--- config.mk ---
export PLATFORM = sky130hd
export DESIGN_NAME = sr04_distance_filter
export DESIGN_NICKNAME = d
export VERILOG_FILES = /design/src/rtl/sr04_distance_filter.sv
export SDC_FILE = /design/constraint.sdc
export NUM_CORES = 1
export LEC_CHECK = 0
export BUFFER_PORTS_ARGS = -buffer_cell sky130_fd_sc_hd__buf_4
export CAP_MARGIN = 20
export CORE_MARGIN = 3
export CORE_UTILIZATION = 45
export CTS_CLUSTER_SIZE = 10
export DETAILED_ROUTE_END_ITERATION = 16
export SLEW_MARGIN = 40
export SYNTH_ARGS = -nofsm -noshare
export SYNTH_HDL_FRONTEND = slang
export SYNTH_SLANG_ARGS = --single-unit
--- constraint.sdc ---
create_clock -name clk -period 3.79 [get_ports clk]
set_input_delay 0 -clock clk [delete_from_list [all_inputs] [get_ports clk]]
set_output_delay 0 -clock clk [all_outputs]
set_load 0.03 [all_outputs]
--- src/rtl/sr04_distance_filter.sv ---
// SR04 distance post-filter: range check, moving average over the last
// 2^AVG_LOG2 accepted samples, and sequential binary-to-BCD conversion.
module sr04_distance_filter #(
  parameter int unsigned AVG_LOG2 = 2,
  parameter int unsigned MIN_CM   = 2,
  parameter int unsigned MAX_CM   = 400
) (
  input  logic        clk,
  input  logic        reset,
  input  logic        i_dist_valid,
  input  logic [11:0] i_distance,
  output logic [11:0] o_distance,
  output logic [15:0] o_bcd,
  output logic        o_valid,
  output logic        o_busy,
  output logic        o_out_of_range
);

  localparam int unsigned Depth = 1 << AVG_LOG2;
  localparam int unsigned SumW  = 12 + AVG_LOG2;
  localparam int unsigned CntW  = AVG_LOG2 + 1;

  localparam logic [11:0]     MinCm   = 12'(MIN_CM);
  localparam logic [11:0]     MaxCm   = 12'(MAX_CM);
  localparam logic [CntW-1:0] CntFull = CntW'(Depth);

  localparam logic [1:0] StIdle    = 2'd0;
  localparam logic [1:0] StUpdate  = 2'd1;
  localparam logic [1:0] StConvert = 2'd2;
  localparam logic [1:0] StDone    = 2'd3;

  logic [1:0]          state_q, state_d;
  logic [11:0]         sample_q, sample_d;
  logic [11:0]         buf_q [Depth];
  logic [11:0]         buf_d [Depth];
  logic [SumW-1:0]     sum_q, sum_d;
  logic [AVG_LOG2-1:0] wr_ptr_q, wr_ptr_d;
  logic [CntW-1:0]     count_q, count_d;
  logic [11:0]         filt_q, filt_d;
  logic [11:0]         bin_q, bin_d;
  logic [15:0]         bcd_q, bcd_d;
  logic [3:0]          iter_q, iter_d;
  logic [11:0]         dist_q, dist_d;
  logic [15:0]         bcd_out_q, bcd_out_d;
  logic                valid_q, valid_d;
  logic                oor_q, oor_d;

  logic                in_range;
  logic [SumW-1:0]     sum_upd;
  logic [CntW-1:0]     count_upd;
  logic [11:0]         filt_upd;
  logic [15:0]         bcd_adj;
  logic [15:0]         bcd_sh;
  logic [11:0]         bin_sh;

  // Window update candidates for the latched sample, plus one double-dabble step.
  always_comb begin
    in_range  = (sample_q >= MinCm) && (sample_q <= MaxCm);
    sum_upd   = sum_q - SumW'(buf_q[wr_ptr_q]) + SumW'(sample_q);
    count_upd = (count_q == CntFull) ? count_q : count_q + 1'b1;
    // Pass raw samples through until the window holds a full set.
    filt_upd  = (count_upd < CntFull) ? sample_q : 12'(sum_upd >> AVG_LOG2);

    bcd_adj = bcd_q;
    for (int i = 0; i < 4; i++) begin
      if (bcd_q[4*i +: 4] >= 4'd5) bcd_adj[4*i +: 4] = bcd_q[4*i +: 4] + 4'd3;
    end
    bcd_sh = {bcd_adj[14:0], bin_q[11]};
    bin_sh = {bin_q[10:0], 1'b0};
  end

  // Next-state logic for the IDLE/UPDATE/CONVERT/DONE sequence.
  always_comb begin
    state_d   = state_q;
    sample_d  = sample_q;
    buf_d     = buf_q;
    sum_d     = sum_q;
    wr_ptr_d  = wr_ptr_q;
    count_d   = count_q;
    filt_d    = filt_q;
    bin_d     = bin_q;
    bcd_d     = bcd_q;
    iter_d    = iter_q;
    dist_d    = dist_q;
    bcd_out_d = bcd_out_q;
    valid_d   = 1'b0;
    oor_d     = oor_q;

    case (state_q)
      StIdle: begin
        if (i_dist_valid) begin
          sample_d = i_distance;
          state_d  = StUpdate;
        end
      end
      StUpdate: begin
        if (!in_range) begin
          oor_d   = 1'b1;
          state_d = StIdle;
        end else begin
          oor_d           = 1'b0;
          sum_d           = sum_upd;
          buf_d[wr_ptr_q] = sample_q;
          wr_ptr_d        = wr_ptr_q + 1'b1;
          count_d         = count_upd;
          filt_d          = filt_upd;
          bin_d           = filt_upd;
          bcd_d           = '0;
          iter_d          = '0;
          state_d         = StConvert;
        end
      end
      StConvert: begin
        bcd_d  = bcd_sh;
        bin_d  = bin_sh;
        iter_d = iter_q + 4'd1;
        if (iter_q == 4'd11) state_d = StDone;
      end
      StDone: begin
        dist_d    = filt_q;
        bcd_out_d = bcd_q;
        valid_d   = 1'b1;
        state_d   = StIdle;
      end
      default: state_d = StIdle;
    endcase
  end

  // State registers; reset abandons any conversion in flight.
  always_ff @(posedge clk or posedge reset) begin
    if (reset) begin
      state_q   <= StIdle;
      sample_q  <= '0;
      for (int unsigned i = 0; i < Depth; i++) buf_q[i] <= '0;
      sum_q     <= '0;
      wr_ptr_q  <= '0;
      count_q   <= '0;
      filt_q    <= '0;
      bin_q     <= '0;
      bcd_q     <= '0;
      iter_q    <= '0;
      dist_q    <= '0;
      bcd_out_q <= '0;
      valid_q   <= 1'b0;
      oor_q     <= 1'b0;
    end else begin
      state_q   <= state_d;
      sample_q  <= sample_d;
      buf_q     <= buf_d;
      sum_q     <= sum_d;
      wr_ptr_q  <= wr_ptr_d;
      count_q   <= count_d;
      filt_q    <= filt_d;
      bin_q     <= bin_d;
      bcd_q     <= bcd_d;
      iter_q    <= iter_d;
      dist_q    <= dist_d;
      bcd_out_q <= bcd_out_d;
      valid_q   <= valid_d;
      oor_q     <= oor_d;
    end
  end

  assign o_distance     = dist_q;
  assign o_bcd          = bcd_out_q;
  assign o_valid        = valid_q;
  assign o_busy         = (state_q != StIdle);
  assign o_out_of_range = oor_q;

endmodule

==> results of run 1 <==
[stage by stage]
step / hold WS [ns] / cell area [µm²] / cells / power, W
6_report: 0.07727 / 8874 / 991 / 0.009176
5_1_grt: 0.08576 / 8874 / 991 / 0.01000
4_1_cts: 0.2792 / 8801 / 985 / 0.008995
3_5_place_dp: 0.1791 / 8104 / 941 / 0.007318
3_3_place_gp: 0.1743 / 8097 / 941 / 0.007185
2_1_floorplan: 0.1168 / 7559 / 701 / 0.006121
[worst min path at each step]
stage	to	slack, ns	cells after the start
after floorplan	sample_q[10]	0.12	2
after global placement	o_bcd[6]	0.17	2
after detailed placement	o_bcd[6]	0.18	2
after CTS	o_bcd[6]	0.28	3
after global routing	o_bcd[6]	0.09	3
final	o_bcd[6]	0.08	3
[layout by cell type, fill, tap and decap left out, types with 4 or more instances in the layout]
cell / synthesis / final
nor2_1: 16 / 16
fa_1: 12 / 12
nand2_1: 93 / 92
a21o_1: 10 / 10
and2_1: 12 / 12
o32ai_1: 4 / 4
dlygate4sd3_1: 0 / 14
mux2i_1: 4 / 4
clkbuf_16: 0 / 17
inv_1: 68 / 67
o21ai_0: 95 / 94
xor2_1: 10 / 10
o211ai_1: 5 / 5
buf_4: 0 / 58
clkinvlp_4: 0 / 5
a32o_1: 5 / 5
dfrtp_1: 155 / 154
nand3_1: 16 / 16
ha_1: 29 / 29
o31ai_1: 6 / 6
mux2_2: 26 / 26
a21oi_1: 24 / 24
mux4_2: 12 / 12
nand2b_1: 7 / 6
xnor2_1: 10 / 10
[cell type report]
| cell class | instances | area (µm²) |
|---|---|---|
| repair buffers | 75 | 626.9 |
| clock buffers | 19 | 432.9 |
| multi-input cells | 447 | 3282 |
| inverters | 68 | 259.0 |
| clock inverters | 11 | 122.6 |
| fillers | 1400 | 7300 |
| flip-flops and latches | 155 | 3880 |
| well taps | 216 | 270.3 |
[worst max-delay path, stage by stage, from the launching register on]
cell and delay [ns]:
dfrtp_2 0.46, buf_6 0.20, mux4_2 0.54, fa_1 0.49
inv_1 0.04, ha_1 0.29, buf_4 0.16, o21ai_0 0.16
nand2b_1 0.13, o2111a_1 0.23, o31ai_1 0.29, xnor3_1 0.29
o22ai_1 0.16
[registers in the layout (all words and copies together), names as in the netlist, named ones only]
| name | cells |
|---|---|
| buf_q | 48 |
| bcd_q | 16 |
| o_bcd | 16 |
| sum_q | 14 |
| bin_q | 12 |
| filt_q | 12 |
| o_distance | 12 |
| sample_q | 12 |
| iter_q | 4 |
| count_q | 3 |
| wr_ptr_q | 2 |
| o_out_of_range | 1 |
| o_valid | 1 |
| state_q | 1 |
[routing by layer]
layer | share of wire (%) | up-vias | track usage (%)
li1 | - | 2532 | -
met3 | 3.5 | 7 | 3.343
met4 | 0.85 | 0 | 6.215
met2 | 49 | 72 | 29.34
met1 | 47 | 2588 | 25.07
met5 | 0 | - | 0
[cells by family after synthesis]
logic type / synth area share (%)
compound gates: 14.16
xor+xnor: 2.617
fa+ha+maj: 7.983
buf+inv: 5.465
flops: 51.34
mux: 8.380
simple gates: 10.05
[timing repair]
item	in CTS	in global routing
setup buffers	0	5
pin swaps	0	2
hold buffers	14	0
gates resized for setup	1	2
endpoints found under the hold margin	46	0
endpoints found under the setup margin	3	8
[power by group through the flow]
stage	Combinational [W]	Sequential [W]	Clock (W)
floorplan	0.00349	0.00263	0
CTS	0.00476	0.00258	0.00165
detailed placement	0.00471	0.00261	0
finish	0.00499	0.00258	0.00161
global route	0.00562	0.00265	0.00173
global placement	0.00461	0.00258	0
==> impl_metrics.ini, run 1 <==
[outcome]
outcome = finished, final reports clean

[synthesis]
synth_fp_nets = 757
ys_async_sr_fraction_pct = 100.0
syn_area_um2 = 7555
syn_avg_cell_area_um2 = 10.78
yosys_most_used_dff = dfrtp_1
yosysSeqAreaShare_pct = 51.34
synth_top_area_share_pct = 51.34
synth_top_area_cell = dfrtp_1
synth_area_leaders = dfrtp_1, o21ai_0, ha_1
yosysUniqueCellTypes = 57
ys_seq_elements = 155
synth_edf_count = 0
yosys-top-cells-count = dfrtp_1, o21ai_0, nand2_1
ys_warn_count = 0
netlist_instances = 701
synth.most_common_cell = dfrtp_1

[worst_setup_path]
start_kind = flop
arrival_ns = 3.87
crit_fanout = 10
startpoint = wr_ptr_q[0]
reg2reg_to = bin_q[11]
crit_type = flop to flop
crit_end = bin_q[11]
cp-end-kind = flop
r2r_slack_ns = 0.26
r2r_start = wr_ptr_q[0]
ff2ff_path_depth = 12
required_ns = 4.13

[power]
p_per_area_nw_per_um2 = 1034
swShare_pct = 42.52
power.share.clock_pct = 17.5
p_comb_share_pct = 54.3
switchingPower_w = 0.003901
p_int_w = 0.005275
p_seq_share_pct = 28.1
leakagePower_nw = 4.236
ir_worst_vdd_mv = 0.4821

[clock_tree]
root_buffer = clkbuf_16
clock_sinks = 155
cts_max_path_buffers = 2
clock_latency_ns = 0.42
path_clk_slew_ns = 0.06
cts_tree = built
cts_inserted_buffers = 17
cts_max_level = 4

[worst_hold_path]
hp-class = primary input to async pin

[routing]
ant_nets = 0
avgRoutedWirePerCell_um = 15.85
drt-pass1-iter-count = 4
via_per_inst = 5.246
vias = 5199
drt-total-wl_um = 15710
drt-initial-drc-count = 230
drc = 0

[placed_design]
post-place-ws_ns = -0.03422
finalWeightedCongestion = 0.8622
port_buffers = 45
hpwl_um = 10860

[timing]
fin_tns_setup_ns = 0
fmax_mhz = 283.3
fin_ws_ns = 0.2601
tightest_slew_ns = 0.6751
finalMaxSlewViolations = 0
fin_crit_sh_pct = 93.14
fin_crit_ns = 3.530
slew_headroom_pct = 54.88
fin_skew_ns = 0.005568
finalHoldViolCount = 0
setup_violations = 0

[die]
die_w_um = 135.6
rows = 46
die_h_um = 135.6
io_pins = 46
core_um2 = 16170
start_util_pct = 46.71
die_area_um2 = 18380

[run]
maxCapViolations = 0

[global_routing]
grt_pass1_wl_um = 26530
antenna_found_initial = 0
grt_pass1_vias = 5304
grt_overflow = 0
grt_use_total_pct = 18.23
grt_max_degree = 123

[layout]
num_antenna_cells = 0
drive_gt1_share_pct = 18.45
areaGrowthSynthToFinish_pct = 17.46
post-route-util_pct = 54.87
fin_nets = 820
Power figures use the tool's default switching activity.
==> run 2: changes to the inputs <==
clock period = 3.2 ns   (was 3.79 ns; I/O delays follow)
==> impl_metrics.ini, run 2 (same netlist as run 1, synthesis figures left out) <==
[placed_design]
port_buffers = 45
hpwl_um = 11100
post-place-ws_ns = -0.2796
finalWeightedCongestion = 0.8705

[worst_setup_path]
crit_type = flop to flop
crit_fanout = 6
required_ns = 3.50
arrival_ns = 3.72
cp-end-kind = flop
start_kind = flop

[clock_tree]
cts_max_path_buffers = 2
clock_sinks = 155
path_clk_slew_ns = 0.06
cts_tree = built
cts_max_level = 4
root_buffer = clkbuf_16
clock_latency_ns = 0.43
cts_inserted_buffers = 17

[global_routing]
grt_use_total_pct = 19.25
grt_max_degree = 86
grt_pass1_vias = 5691
antenna_found_initial = 0
grt_overflow = 0
grt_pass1_wl_um = 28030

[routing]
vias = 5465
avgRoutedWirePerCell_um = 16.07
drc = 0
via_per_inst = 5.306
ant_nets = 0
drt-initial-drc-count = 220
drt-total-wl_um = 16550
drt-pass1-iter-count = 5

[layout]
final_cell_mix = dfrtp_1, nand2_1, buf_4
num_antenna_cells = 0
areaGrowthSynthToFinish_pct = 26.42
fin_nets = 858
post-route-util_pct = 59.05
max_flop_register = buf_q
nFillCells = 1338
layout_commonest_cell = dfrtp_1
drive_gt1_share_pct = 27.03
largest_reg_flops = 48

[timing]
fin_crit_ns = 3.422
finalMaxSlewViolations = 0
tightest_slew_ns = 0.6096
slew_headroom_pct = 58.99
setup_violations = 22
fin_skew_ns = 0.008360
rsz0062_at_grt = true
finalHoldViolCount = 0
fmax_mhz = 292.2
fin_ws_ns = -0.2225
fin_crit_sh_pct = 107.0

[die]
rows = 46
core_um2 = 16170
die_area_um2 = 18380
start_util_pct = 46.71
die_w_um = 135.6
die_h_um = 135.6
io_pins = 46

[worst_hold_path]
hp-class = primary input to async pin

[run]
maxCapViolations = 0

[outcome]
outcome = finished, violations left
violations = setup timing
run 2: cell count changes in the layout (fill, tap and decap cells not counted), moves of 4 or more:
cell and delta:
buf_4 +35, ha_1 -10, ha_4 +9, o21ai_0 -7
a21oi_1 -6, a21oi_2 +6, o21ai_1 +5, clkbuf_8 +4
run 2: final cells by class:
class,instances,area [µm²],share of cell area (%)
clock inverters,9,133.9,1.402
multi-input cells,447,3582,37.51
flip-flops and latches,155,3880,40.63
well taps,216,270.3,2.830
clock buffers,22,484.2,5.070
repair buffers,113,940.9,9.852
inverters,68,259.0,2.712
run 2: repair_timing:
action	CTS	global route
buffers inserted	7	6
endpoints found under the setup margin	23	27
pin swaps	20	30
gates resized for setup	31	24
hold endpoints to repair	168	0
hold buffers	14	0
run 2: path summary, 6_finish.rpt:
kind / start / end / slack, ns / depth (start not counted)
hold / removal: reset / bcd_q[7] / 0.26 / 4
setup reg to reg: wr_ptr_q[0] / bin_q[10] / -0.22 / 12
max in group asynchronous: reset / wr_ptr_q[0] / 2.54 / 4
hold reg to reg: sum_q[13] / sum_q[13] / 0.48 / 1
setup / recovery: wr_ptr_q[0] / bin_q[10] / -0.22 / 12
min in group clk: i_distance[3] / sample_q[3] / 0.32 / 4
run 2: stage by stage:
stage	instances	hold WS [ns]	TNS (ns)	area, µm²
floorplan	701	0.1168	0	7607
global placement	972	0.1749	-1.712	8404
detailed placement	972	0.1791	-3.335	8407
CTS	1024	0.2744	-1.163	9394
global route	1030	0.2873	-5.548	9550
finish	1030	0.2576	-2.410	9550
run 2: worst max-delay path, stage by stage, from the launching register on:
cell and delay [ns]:
dfrtp_2 0.43, buf_6 0.16, mux4_2 0.53, fa_1 0.53, inv_2 0.05, ha_4 0.25
a21o_1 0.20, a221oi_4 0.37, buf_4 0.19, o311ai_4 0.09, a21oi_2 0.20, xor2_2 0.20
o22ai_1 0.09
run 2: layer usage:
| layer | global-route usage, % | vias up | routed length (µm) | share of wire (%) |
|---|---|---|---|---|
| met4 | 6.775 | 0 | 255 | 1.5 |
| met1 | 25.50 | 2719 | 7717 | 47 |
| met3 | 4.198 | 25 | 564 | 3.4 |
| met5 | 0 | - | 0 | 0 |
| li1 | - | 2620 | - | - |
| met2 | 31.47 | 101 | 8010 | 48 |
Power of run 2 is left out: the tool's default activity adds up to more than one toggle a clock period on the data nets, which glitch-free logic cannot reach.
==> run 3: changes to the inputs <==
MAX_ROUTING_LAYER = met4   (was not set)
==> impl_metrics.ini, run 3 (same netlist as run 1, synthesis figures left out) <==
[worst_hold_path]
hp-class = primary input to async pin

[worst_setup_path]
critical-path-max-stage-delay_ns = 0.52
cp-end-kind = flop
startpoint = wr_ptr_q[0]
required_ns = 3.49
r2r_slack_ns = -0.15
ff2ff_path_depth = 11
r2r_start = wr_ptr_q[0]
crit_fanout = 6
crit_type = flop to flop
start_kind = flop
crit_slowest_cell = mux4_2
cp_cell_sequence = buf_6 > mux4_2 > fa_1 > inv_2 > ha_4 > a21o_1 > a221oi_4 > o311ai_2 > a21oi_2 > xor2_1 > o22ai_1
arrival_ns = 3.64
crit_end = bin_q[10]
reg2reg_to = bin_q[10]

[timing]
tightest_slew_ns = 0.6040
finalMaxSlewViolations = 0
fin_ws_ns = -0.1515
fin_skew_ns = 0.007583
rsz0062_at_grt = true
setup_violations = 20
fin_crit_ns = 3.351
fin_crit_sh_pct = 104.7
fmax_mhz = 298.4
fin_tns_setup_ns = -1.333
finalHoldViolCount = 0
slew_headroom_pct = 59.36
finalHoldWorstSlack_ns = 0.2701

[placed_design]
hpwl_um = 11100
port_buffers = 45
finalWeightedCongestion = 0.8848
postPlaceCellArea_um2 = 8407

[routing]
drc = 0
drt-total-wl_um = 16360
avgRoutedWirePerCell_um = 15.95
drt-pass1-iter-count = 5
vias = 5429
via_per_inst = 5.291
drt-initial-drc-count = 222
ant_nets = 0

[die]
die_area_um2 = 18380
die_w_um = 135.6
die_h_um = 135.6
core_um2 = 16170
io_pins = 46
start_util_pct = 46.71
rows = 46

[clock_tree]
clock_sinks = 155
clock_latency_ns = 0.43
cts_inserted_buffers = 17
path_clk_slew_ns = 0.06
cts_max_path_buffers = 2
cts_tree = built
root_buffer = clkbuf_16
cts_max_level = 4

[global_routing]
grt_pass1_wl_um = 28010
grt_overflow = 0
grt_max_degree = 86
grt_pass1_vias = 5679
antenna_found_initial = 0
grt_use_total_pct = 19.83

[layout]
fin_nets = 854
drive_gt1_share_pct = 26.30
largest_reg_flops = 48
final_cell_mix = dfrtp_1, nand2_1, buf_4
post-route-util_pct = 58.56
num_antenna_cells = 0
fin_area_um2 = 9472
max_flop_register = buf_q
nFillCells = 1347
layout_commonest_cell = dfrtp_1
areaGrowthSynthToFinish_pct = 25.37

[outcome]
outcome = finished, violations left
violations = setup timing

[run]
maxCapViolations = 0
-- run 3: cell count changes in the layout (fill, tap and decap cells not counted), sizes merged --
cell / previous run / this run
buf: 99 / 95
-- run 3: layout make-up --
class / count / area [µm²] / share of cell area, %
timing repair buffer: 109 / 910.9 / 9.617
tap: 216 / 270.3 / 2.853
clock inverter: 9 / 133.9 / 1.413
multi-input combinational: 447 / 3533 / 37.31
sequential: 155 / 3880 / 40.96
clock buffer: 22 / 484.2 / 5.112
inverter: 68 / 259.0 / 2.734
-- run 3: timing repair --
| action | in CTS | in global routing |
|---|---|---|
| hold buffers | 14 | 0 |
| pin swaps | 20 | 14 |
| endpoints found under the hold margin | 168 | 0 |
| setup buffers | 7 | 2 |
| resized for setup | 31 | 16 |
| endpoints found under the setup margin | 23 | 27 |
-- run 3: worst min path at each step --
stage | start | endpoint | slack [ns] | cells after the start
after floorplan | i_distance[10] | sample_q[10] | 0.12 | 2
after global placement | reset | bcd_q[7] | 0.17 | 3
after detailed placement | reset | bcd_q[7] | 0.18 | 3
after CTS | reset | bcd_q[7] | 0.27 | 4
after global routing | reset | o_bcd[6] | 0.30 | 4
final | reset | bcd_q[7] | 0.27 | 4
-- run 3: worst max-delay path: cells and delay by family (launching register included) --
kind	cells	cell delay, ns
buf+inv	2	0.20
mux	1	0.52
xor+xnor	1	0.26
compound gates	5	1.05
flops	1	0.43
fa+ha+maj	2	0.74
-- run 3: per-stage QoR --
stage / setup slack [ns] / instances
after global placement: -0.1508 / 972
after detailed placement: -0.2796 / 972
final: -0.1515 / 1026
after floorplan: 0.02313 / 701
after global routing: -0.2633 / 1026
after CTS: -0.1198 / 1024
-- run 3: metal layers --
metal  routed length, µm  GRT usage (%)  share of wire, %  vias to the layer above
li1                    -              -                 -                     2610
met2                7924          31.61                48                       96
met1                7609          25.32                46                     2697
met3                 561          4.309               3.4                       26
met4                 268          6.775               1.6                        0
met5                   0              -                 0                        -
Power of run 3 is left out for the same reason.
